==> src/rtl/int_ctrl.sv <==
`timescale 1ns / 1ps
// -----------------------------------------------------------------------------
// int_ctrl -- programmable interrupt controller
//
// Collects raw interrupt requests from the peripherals (timer IRQs, external
// interrupt, ...), latches and masks them, resolves a fixed priority (index 0
// is highest) and drives a registered one-hot request vector to the CPU. At
// most one request reaches CP0 at a time.
//
// Register window (word offsets from BASE_ADDR, all reset to 0):
//   +0x0 MASK  RW    1 = source enabled
//   +0x4 PEND  R/W1C pending bits; writing 1 clears an edge-mode bit
//   +0x8 MODE  RW    1 = rising-edge triggered, 0 = level
//   +0xC ID    R     {valid[31], INSV[15:8] (nested build only), id[2:0]}
//                    In the nested build a write here is an EOI for Din[2:0].
//
// Optional feature macro: INTC_NESTED_EOI_EN
//   Defined   -> in-service register INSV; only strictly higher-priority
//                requests than the lowest in-service index reach HWInt.
//   Undefined -> no INSV, writes to +0xC are ignored, ID[15:8] reads 0.
//
// Ports:
//   clk      in   1      system clock
//   reset    in   1      synchronous active-high reset
//   Addr     in   30     bridge word address [31:2]
//   WE       in   1      write strobe, already qualified by the block select
//   Din      in   32     write data
//   Dout     out  32     combinational read data (0 outside the window)
//   irq_src  in   N_SRC  raw interrupt requests
//   HWInt    out  N_SRC  registered one-hot (or zero) request to the CPU
// -----------------------------------------------------------------------------
module int_ctrl #(
  parameter logic [31:0] BASE_ADDR = 32'h0000_7f20,
  parameter int          N_SRC     = 6
) (
  input  logic             clk,
  input  logic             reset,
  input  logic [31:2]      Addr,
  input  logic             WE,
  input  logic [31:0]      Din,
  output logic [31:0]      Dout,
  input  logic [N_SRC-1:0] irq_src,
  output logic [N_SRC-1:0] HWInt
);

  // Word offsets inside the 16-byte window.
  typedef enum logic [1:0] {
    REG_MASK = 2'd0,
    REG_PEND = 2'd1,
    REG_MODE = 2'd2,
    REG_ID   = 2'd3
  } reg_e;

  // ---------------------------------------------------------------------------
  // State
  // ---------------------------------------------------------------------------
  logic [N_SRC-1:0] mask_q, mask_d;
  logic [N_SRC-1:0] mode_q, mode_d;
  logic [N_SRC-1:0] pend_q, pend_d;
  logic [N_SRC-1:0] src_q;
  logic [N_SRC-1:0] hwint_q, hwint_d;
`ifdef INTC_NESTED_EOI_EN
  logic [N_SRC-1:0] insv_q, insv_d;
`endif

  // ---------------------------------------------------------------------------
  // Address decode
  // ---------------------------------------------------------------------------
  logic             in_win;
  reg_e             reg_sel;
  logic             wr_mask, wr_pend, wr_mode, wr_id;
  logic [N_SRC-1:0] din_src;
  logic             unused_din;

  // The window is 16 bytes aligned on BASE_ADDR, so only Addr[3:2] selects
  // the register once the upper bits match.
  assign in_win  = (Addr[31:4] == BASE_ADDR[31:4]);
  assign reg_sel = reg_e'(Addr[3:2]);

  assign wr_mask = WE && in_win && (reg_sel == REG_MASK);
  assign wr_pend = WE && in_win && (reg_sel == REG_PEND);
  assign wr_mode = WE && in_win && (reg_sel == REG_MODE);
  assign wr_id   = WE && in_win && (reg_sel == REG_ID);

  // Bits above the implemented sources are ignored on write.
  assign din_src    = Din[N_SRC-1:0];
  assign unused_din = ^Din[31:N_SRC];

  // ---------------------------------------------------------------------------
  // Configuration registers
  // ---------------------------------------------------------------------------
  assign mask_d = wr_mask ? din_src : mask_q;
  assign mode_d = wr_mode ? din_src : mode_q;

  // ---------------------------------------------------------------------------
  // Pending logic
  //   edge bits : set on a rising edge, cleared by W1C; a set in the same
  //               cycle as a W1C wins.
  //   level bits: follow the raw request every cycle; W1C has no effect.
  // The current mode_q decides the rule, so a MODE write changes behaviour
  // from the cycle after the write edge. On a 0->1 change the level value
  // captured last becomes the retained edge-mode value.
  // ---------------------------------------------------------------------------
  logic [N_SRC-1:0] rise;
  logic [N_SRC-1:0] w1c;

  assign rise   = irq_src & ~src_q;
  assign w1c    = wr_pend ? din_src : '0;
  assign pend_d = (mode_q & (rise | (pend_q & ~w1c))) | (~mode_q & irq_src);

  // ---------------------------------------------------------------------------
  // Priority resolution
  // ---------------------------------------------------------------------------
  logic [N_SRC-1:0] req;
  int               prio_lim;   // only indices below this may be granted
  logic             found;

  assign req = pend_q & mask_q;

`ifdef INTC_NESTED_EOI_EN
  // The lowest set in-service index bounds which requests may nest on top.
  always_comb begin
    prio_lim = N_SRC;
    for (int i = N_SRC - 1; i >= 0; i--) begin
      if (insv_q[i]) prio_lim = i;
    end
  end
`else
  assign prio_lim = N_SRC;
`endif

  // NOTE: every signal assigned in this always_comb gets a default at the top;
  // without it the paths that skip an assignment would infer a latch.
  always_comb begin
    hwint_d = '0;
    found   = 1'b0;
    for (int i = 0; i < N_SRC; i++) begin
      if (!found && req[i] && (i < prio_lim)) begin
        hwint_d[i] = 1'b1;
        found      = 1'b1;
      end
    end
  end

`ifdef INTC_NESTED_EOI_EN
  // EOI clears the addressed in-service bit; a newly granted source enters
  // service on the same edge that it appears on HWInt. A granted index is
  // always strictly above the in-service ones, so the two never collide.
  always_comb begin
    insv_d = insv_q;
    for (int i = 0; i < N_SRC; i++) begin
      if (wr_id && (Din[2:0] == 3'(i))) insv_d[i] = 1'b0;
    end
    insv_d = insv_d | hwint_d;
  end
`endif

  // ---------------------------------------------------------------------------
  // Registers
  // ---------------------------------------------------------------------------
  // NOTE: state is updated with non-blocking assignments so every register
  // samples the pre-edge value of the others, independent of statement order.
  always_ff @(posedge clk) begin
    if (reset) begin
      mask_q  <= '0;
      mode_q  <= '0;
      pend_q  <= '0;
      src_q   <= '0;
      hwint_q <= '0;
`ifdef INTC_NESTED_EOI_EN
      insv_q  <= '0;
`endif
    end else begin
      mask_q  <= mask_d;
      mode_q  <= mode_d;
      pend_q  <= pend_d;
      src_q   <= irq_src;
      hwint_q <= hwint_d;
`ifdef INTC_NESTED_EOI_EN
      insv_q  <= insv_d;
`endif
    end
  end

  assign HWInt = hwint_q;

  // ---------------------------------------------------------------------------
  // Read mux
  // ---------------------------------------------------------------------------
  function automatic logic [2:0] onehot_idx(input logic [N_SRC-1:0] v);
    onehot_idx = '0;
    for (int i = 0; i < N_SRC; i++) begin
      if (v[i]) onehot_idx = 3'(i);
    end
  endfunction

  always_comb begin
    Dout = '0;
    if (in_win) begin
      unique case (reg_sel)
        REG_MASK: Dout[N_SRC-1:0] = mask_q;
        REG_PEND: Dout[N_SRC-1:0] = pend_q;
        REG_MODE: Dout[N_SRC-1:0] = mode_q;
        REG_ID: begin
          Dout[31]  = |hwint_q;
          Dout[2:0] = onehot_idx(hwint_q);
`ifdef INTC_NESTED_EOI_EN
          Dout[8 +: N_SRC] = insv_q;
`endif
        end
        default: Dout = '0;
      endcase
    end
  end

endmodule

==> config.mk <==
export PLATFORM = sky130hd
export DESIGN_NAME = int_ctrl
export DESIGN_NICKNAME = d
export VERILOG_FILES = /design/src/rtl/int_ctrl.sv
export SDC_FILE = /design/constraint.sdc
export NUM_CORES = 1
export LEC_CHECK = 0
export BUFFER_PORTS_ARGS = -buffer_cell sky130_fd_sc_hd__buf_2
export CAP_MARGIN = 10
export CORE_UTILIZATION = 46
export DETAILED_ROUTE_END_ITERATION = 12
export PLACE_DENSITY = 0.86
export REMOVE_ABC_BUFFERS = 1
export SLEW_MARGIN = 20
export SYNTH_ARGS = -nofsm -noshare
export SYNTH_HDL_FRONTEND = slang
export SYNTH_SLANG_ARGS = --single-unit
==> constraint.sdc <==
create_clock -name clk -period 3.7 [get_ports clk]
set_input_delay 0.74 -clock clk [delete_from_list [all_inputs] [get_ports clk]]
set_output_delay 0.74 -clock clk [all_outputs]
set_load 0.01 [all_outputs]
==> impl_summary.md, run 1 <==
Run status
The flow ran to the end, and the final reports show no timing, DRC or antenna violations.

Final layout
The final-stage net count is between 300 and 400. Compared with the post-synthesis result, the final layout area differs by 20.2%. Summing all non-filler instances in the final layout gives an area of just over 2000 µm². The final non-filler cell total is 306. Measured on the finished design, the core utilization comes to between 50% and 60%. The number of inserted diodes is 0. In the final layout, the share of cells above drive strength 1 is 28.5%. The library cells used most frequently in the layout, excluding fill and tap cells, are sky130_fd_sc_hd__buf_2, sky130_fd_sc_hd__nand2_1, sky130_fd_sc_hd__dfxtp_1, sky130_fd_sc_hd__conb_1, sky130_fd_sc_hd__nand2b_1. The library cell used most frequently in the layout, excluding fill and tap cells, is sky130_fd_sc_hd__buf_2.

Synth
By area, the combinational part of the netlist is dominated by simple AND/OR/NAND/NOR gates. The register bit count reported by yosys is 30. Counting flops with an async set or reset pin after synthesis yields a share of 0%. The synthesized netlist devotes 0% of its cell area to adder and majority cells.

The count of flip-flops with a built-in enable after synthesis is 0. The share of the synthesized area in the top cell type is 34.8%. Counting every instance in the synthesized netlist gives 199. A synthesized cell averages between 8 and 9 µm². The count of distinct cell types in the synthesized netlist is 32. In the synthesized netlist the dominant register cell turns out to be sky130_fd_sc_hd__dfxtp_1. After Yosys synthesis, XOR and XNOR cells account for 0% of the synthesized area. The synthesized netlist devotes 33.5% of its cell area to simple gates. The dominant cell type by area after synthesis is sky130_fd_sc_hd__dfxtp_1. The combined area of all synthesized cells is 1730 µm².

Measured against the total synthesized area, the mux share comes to 10.0%. By area the synthesized netlist is led by sky130_fd_sc_hd__dfxtp_1, sky130_fd_sc_hd__buf_4, sky130_fd_sc_hd__mux2i_1, sky130_fd_sc_hd__nand2b_1, sky130_fd_sc_hd__nand2_1. The number of warning messages in the yosys log is 0. The compound-cell area share of the yosys netlist is 9.28%. The share of the yosys chip area belonging to registers is 34.8%.

Route
The iteration-0 DRC count of the detailed router is 62. The first detailed-routing pass ran for 4 iterations. The number of nets with antenna violations after detailed routing is 0. The detailed-route vias per instance is around 5. The final routed wirelength across all metal layers is between 3000 and 4000 µm. The total vias in the final route is ~1,500.

After detailed routing, the number of remaining DRC violations is 0. The wire length per cell after detailed routing is 11.8 µm.

Placed design
The congestion estimate from routability-driven global placement came to about 0.8. Port buffering added 57 buffers. The worst setup timing slack at the placement stage is around 0.68 ns. In this run the cell area measured after placement is 1970 µm². After detailed placement, the design holds a cell count of about 300. Once detailed placement completed, the half-perimeter wirelength came to 2690 µm.

Pwr
The clock network power share is 43.9%. In this run the static leakage power is 1.00 nW. The switching power share of the total is 22.4%.

Sequential cells burn 46.0% of the power. The fraction of power consumed by combinational cells is 10.1%. The power density relative to cell area is 351 nW/µm². The power consumption is just over 0.7 mW.

The internal power consumption is 0.565 mW. The maximum resistive drop on vdd is between 0.0002 and 0.00025 V. The net switching power of the design is 0.163 mW.

Die
The die is ~63 µm tall. The area enclosed by the die boundary is 4000 µm². The area of the core region is 3470 µm². The initial utilization of the core area, before any placement, comes to 49.7%. The site row count is 21.

The horizontal extent of the die is approximately 63 µm. 109 I/O pins were placed.

Global routing
The global-route wire length before repair is slightly below 6000 µm. The global-route track usage on met3 is 7.79%. The via count of the first global-routing pass is 1,364. The global routing met2 resource utilization is between 30% and 40%. The largest net degree at the start of global routing is 34. In the global route stage, met1 resource usage came out at 19.9%. Across every metal layer, demand over resource in global routing totals 19.1%. The total overflow left after global routing is 0. The layer flagged by global routing as most heavily used is met2.

The number of antenna violations at the first check in global routing is 0.

Clocking
After clock tree synthesis, the clock-pin slew on the worst setup and hold paths is 0.06 ns. The buffer cell driving the clock tree root is sky130_fd_sc_hd__clkbuf_8. Buffers inserted during clock tree synthesis total 5. The number of gates resized after CTS was 0. The sink count of the clock tree is 30. The number of buffers on the longest clock path is 2.

TritonCTS built the clock tree. Post-CTS timing repair inserted 0 buffers for setup. The count of H-tree levels built during CTS is 2. For this design, the CTS-stage hold fixing added 0 buffers.

The insertion delay to the later sink of the worst-skew pair is 0.28 ns.

STA
The setup TNS is 0 ns. Setup repair after global routing left no endpoint under its margin. The worst hold slack across all endpoints is 0.453 ns. Setup violations remaining at the end of the flow were counted as 0.

The worst clock skew is 0.00566 ns. The portion of the clock cycle consumed by the worst path in the final layout is between 80% and 90%. The number of failing hold endpoints at the final stage is 0. The highest clock frequency the design can meet is between 0.3 and 0.4 GHz. The count of pins over their slew limit is 0. The time the final worst path needs with I/O delays and setup is 3.03 ns. The slack of the critical path is around 0.67 ns.

Worst setup path
The top fanout value on the critical path is 7. The worst setup path is launched from an input pin. The critical path endpoint category is a primary output.

The data arrival time of the critical path is 2.29 ns. STA puts the critical path data required time at 2.96 ns. The internal reg-to-reg setup slack is approximately 2.6 ns.

By startpoint and endpoint, the worst setup path is classified as in2out.

Min path
In this run the worst hold path is classified as reg2reg.

Job
The reported max-cap violation count is 0.
## sequential cells by signal (all words and copies together), names as in the netlist
register / count
mode_q: 6
mask_q: 6
pend_q: 6
HWInt: 6
src_q: 6
## area by class of cell
cell class | instances | area, µm²
fill | 305 | 1400
clock buffer | 7 | 76.3
clock inverter | 1 | 30.0
timing repair buffer | 59 | 300
tap | 46 | 57.6
sequential | 30 | 601
multi-input combinational | 162 | 1000
inverter | 1 | 3.75
## synth_stat cells, types with 2 or more instances
| cell | n |
|---|---|
| sky130_fd_sc_hd__nand2_1 | 31 |
| sky130_fd_sc_hd__dfxtp_1 | 30 |
| sky130_fd_sc_hd__buf_4 | 25 |
| sky130_fd_sc_hd__nand2b_1 | 20 |
| sky130_fd_sc_hd__nor2_1 | 16 |
| sky130_fd_sc_hd__mux2i_1 | 15 |
| sky130_fd_sc_hd__nor2b_1 | 12 |
| sky130_fd_sc_hd__a21oi_1 | 11 |
| sky130_fd_sc_hd__o21a_1 | 6 |
| sky130_fd_sc_hd__clkbuf_1 | 5 |
| sky130_fd_sc_hd__a211oi_1 | 4 |
| sky130_fd_sc_hd__or4_1 | 3 |
| sky130_fd_sc_hd__nand4_4 | 2 |
## worst paths after layout
check                                from       end  depth (start not counted)
worst min register to register  mask_q[2]  HWInt[2]                          2
worst max-delay path             Addr[17]   Dout[2]                          6
worst min-delay path            mask_q[2]  HWInt[2]                          2
worst max register to register  pend_q[1]  HWInt[4]                          4
## logic make-up after synthesis
kind of cell,count (synthesis)
flops,30
other cells,1
simple gates,96
buf+inv,31
mux,16
compound gates,25
## layer usage
| layer | wire (µm) | vias up |
|---|---|---|
| li1 | - | 750 |
| met1 | 1430 | 669 |
| met2 | 1800 | 68 |
| met3 | 303 | 8 |
| met4 | 62 | 0 |
| met5 | 0 | - |
## power by group through the flow
| stage | clock network [mW] | logic (mW) | registers, mW |
|---|---|---|---|
| after floorplan | 0 | 0.0378 | 0.340 |
| after global placement | 0 | 0.0724 | 0.341 |
| after detailed placement | 0 | 0.0736 | 0.341 |
| after CTS | 0.325 | 0.0737 | 0.334 |
| after global routing | 0.343 | 0.0826 | 0.335 |
| final | 0.319 | 0.0735 | 0.334 |
## worst max-delay path, cell delays in order
cell	delay [ns]
sky130_fd_sc_hd__buf_2	0.10
sky130_fd_sc_hd__or4b_4	0.54
sky130_fd_sc_hd__nor4_4	0.30
sky130_fd_sc_hd__nand2_2	0.17
sky130_fd_sc_hd__a211oi_1	0.27
sky130_fd_sc_hd__buf_2	0.19
(Power assumes the default switching activity.)
==> run 2, diff against run 1 <==
--- a/config.mk
+++ b/config.mk
@@ -7,9 +7,9 @@
 export LEC_CHECK = 0
 export BUFFER_PORTS_ARGS = -buffer_cell sky130_fd_sc_hd__buf_2
 export CAP_MARGIN = 10
-export CORE_UTILIZATION = 46
+export CORE_UTILIZATION = 38
 export DETAILED_ROUTE_END_ITERATION = 12
-export PLACE_DENSITY = 0.86
+export PLACE_DENSITY = 0.76
 export REMOVE_ABC_BUFFERS = 1
 export SLEW_MARGIN = 20
 export SYNTH_ARGS = -nofsm -noshare
==> constraint.sdc (replaced) <==
create_clock -name clk -period 2.5 [get_ports clk]
set_input_delay 0.5 -clock clk [delete_from_list [all_inputs] [get_ports clk]]
set_output_delay 0.5 -clock clk [all_outputs]
set_load 0.01 [all_outputs]
==> impl_summary.md, run 2 (synthesized netlist as in run 1, its figures left out) <==
Final layout
Cells with a size suffix above 1 make up between 30% and 40% of the layout. The final-stage net count is around 330. The area added between synthesis and finish is 22.4%. The filler cells instantiated in the layout total 447. The area used by sequential logic in the layout is 601 µm². The post-layout utilization of the core is 48.5%.

The most frequent standard cell in the layout excluding fill and tap cells is sky130_fd_sc_hd__buf_2. The library cells used most frequently in the layout, excluding fill and tap cells, are sky130_fd_sc_hd__buf_2, sky130_fd_sc_hd__nand2_1, sky130_fd_sc_hd__dfxtp_1, sky130_fd_sc_hd__conb_1, sky130_fd_sc_hd__nand2b_1. Excluding fillers, the count of instances in the completed layout stands at between 300 and 400. The footprint of the multi-input gates is 1020 µm². The repair_antennas step left the layout with diodes totalling 0.

Min path
The tightest min-delay check is of the in2reg type.

Clocking
The post-cts hold buffer count is 0. The insertion delay to the later sink of the worst-skew pair is 0.29 ns. The count of H-tree levels built during CTS is 2.

The buffer cell driving the clock tree root is sky130_fd_sc_hd__clkbuf_8. Clock-pin slew was measured on the worst setup and hold paths at 0.06 ns. The clock net in this run drives a total of 30 sinks. TritonCTS built the clock tree.

The clock passes through at most 2 buffers. Clock tree synthesis inserted a total of 5 buffers.

Die
The die is 69.4 µm wide. The floorplan step defined a die boundary enclosing 4810 µm². The die is 69.4 µm tall.

The initial standard-cell utilization of the core is 39.6%. The number of top-level design ports is approximately 110. The site row count is 24. The area of the core region is 4350 µm².

Pwr
For this design the ratio of total power to cell area is approximately 470 nW/µm². In this run the static leakage power is 1.02 nW. VDD sags by at most 0.000275 V.

Global routing
Entering global routing, the biggest net connects 34 pins. Across every metal layer, demand over resource in global routing totals roughly 17%. The via count of the first global-routing pass is 1,376. The number of antenna violations at the first check in global routing came to 0. The global-route wire length before repair is 6200 µm. The remaining global-route overflow is 0.

Worst setup path
In this run the worst path has a maximum fanout of 5. The data arrival time of the critical path is 1.96 ns. The worst endpoint required time is roughly 2.0 ns. The worst setup path is launched from an input pin. The critical setup path kind is in2out. The worst setup path is captured at a primary output.

STA
The slack of the critical path is 0.0416 ns. The worst hold slack across all endpoints is 0.433 ns. The worst clock skew is slightly below 0.007 ns. The number of failing hold endpoints at the final stage is 0. The highest clock frequency the design can meet is between 0.4 and 0.5 GHz.

The clock period could shrink to 2.46 ns. Adding up every negative setup slack in the final design gives 0 ns. The count of pins over their slew limit was 0.

The portion of the clock cycle consumed by the worst path in the final layout is 98.3%. Setup violations remaining at the end of the flow were counted as 0. Setup repair after global routing could not meet its margin everywhere.

Route
The DRC violations left is 0. In the final routed layout, each cell accounts on average for 12.1 µm. The detailed-route vias per instance is 4.77. The number of search-and-repair iterations in the first detailed-routing pass is 4. In this run, the number of DRC markers left after iteration 0 of detailed routing was 20.

The detailed router placed around 1,500 vias in this run. After detailed routing, the total wire length is 3820 µm. The number of nets with antenna violations after detailed routing is 0.

Job
The tool flagged a number of max-cap violations equal to 0.

Placed design
The number of placed instances, taps included, is 306. The number of buffer cells added on primary ports is 57. Routability-driven placement finished with a final weighted congestion of 0.773. The estimated wirelength of the detail-placed design is 2830 µm.

Timing analysis after detailed placement gives a worst setup slack of -0.0388 ns.

Run status
The run finished with clean final reports.
==> run 2: changes by cell type in the layout (fill, tap and decap cells not counted), sizes merged <==
| cell | change |
|---|---|
| clkinv | +1 |
| bufinv | -1 |
| buf | +3 |
==> run 2: cell type report <==
| type | instances | area share, % |
|---|---|---|
| sequential | 30 | 28.4 |
| timing repair buffer | 62 | 15.8 |
| multi-input combinational | 162 | 48.2 |
| clock buffer | 7 | 4.09 |
| tap | 52 | 3.08 |
| clock inverter | 1 | 0.237 |
| inverter | 1 | 0.178 |
==> run 2: what timing repair did <==
| action | in CTS | in global routing |
|---|---|---|
| hold endpoints to repair | 0 | 0 |
| resized for setup | 2 | 4 |
| pin swaps | 3 | 4 |
| endpoints found under the setup margin | 5 | 6 |
| setup buffers | 0 | 1 |
==> run 2: report_power, final <==
group	internal (mW)	switching, mW	total (mW)	leakage, nW
registers	0.489	0.00599	0.495	0.245
clock network	0.221	0.175	0.396	0.0482
logic	0.0509	0.0612	0.112	0.726
==> run 2: per-stage QoR <==
stage | cell area [µm²] | power, mW
after floorplan | 1610 | 0.559
after global placement | 1990 | 0.613
after detailed placement | 1990 | 0.615
after CTS | 2090 | 1.01
after global routing | 2110 | 1.05
final | 2110 | 1.00
==> run 2: path summary, 6_finish.rpt <==
| check | from | slack [ns] | end | cells past startpoint |
|---|---|---|---|---|
| worst max register to register | pend_q[1] | 1.29 | HWInt[5] | 4 |
| worst min register to register | mask_q[2] | 0.46 | HWInt[2] | 2 |
| worst max-delay path | Addr[24] | 0.04 | Dout[4] | 7 |
| worst min-delay path | irq_src[0] | 0.43 | src_q[0] | 2 |
==> run 2: routing by layer <==
layer	routed length [µm]	vias up	GRT usage, %
met2	1940	63	30.0
met5	0	-	0
li1	-	756	-
met3	284	4	5.52
met1	1560	681	17.7
met4	37	0	6.12
==> run 2: critical path, cell delays in order <==
cell and delay [ns]:
sky130_fd_sc_hd__buf_6 0.09, sky130_fd_sc_hd__or4b_4 0.53, sky130_fd_sc_hd__nor4_4 0.27, sky130_fd_sc_hd__nand2_2 0.15
sky130_fd_sc_hd__buf_4 0.17, sky130_fd_sc_hd__nor2_2 0.11, sky130_fd_sc_hd__buf_2 0.14
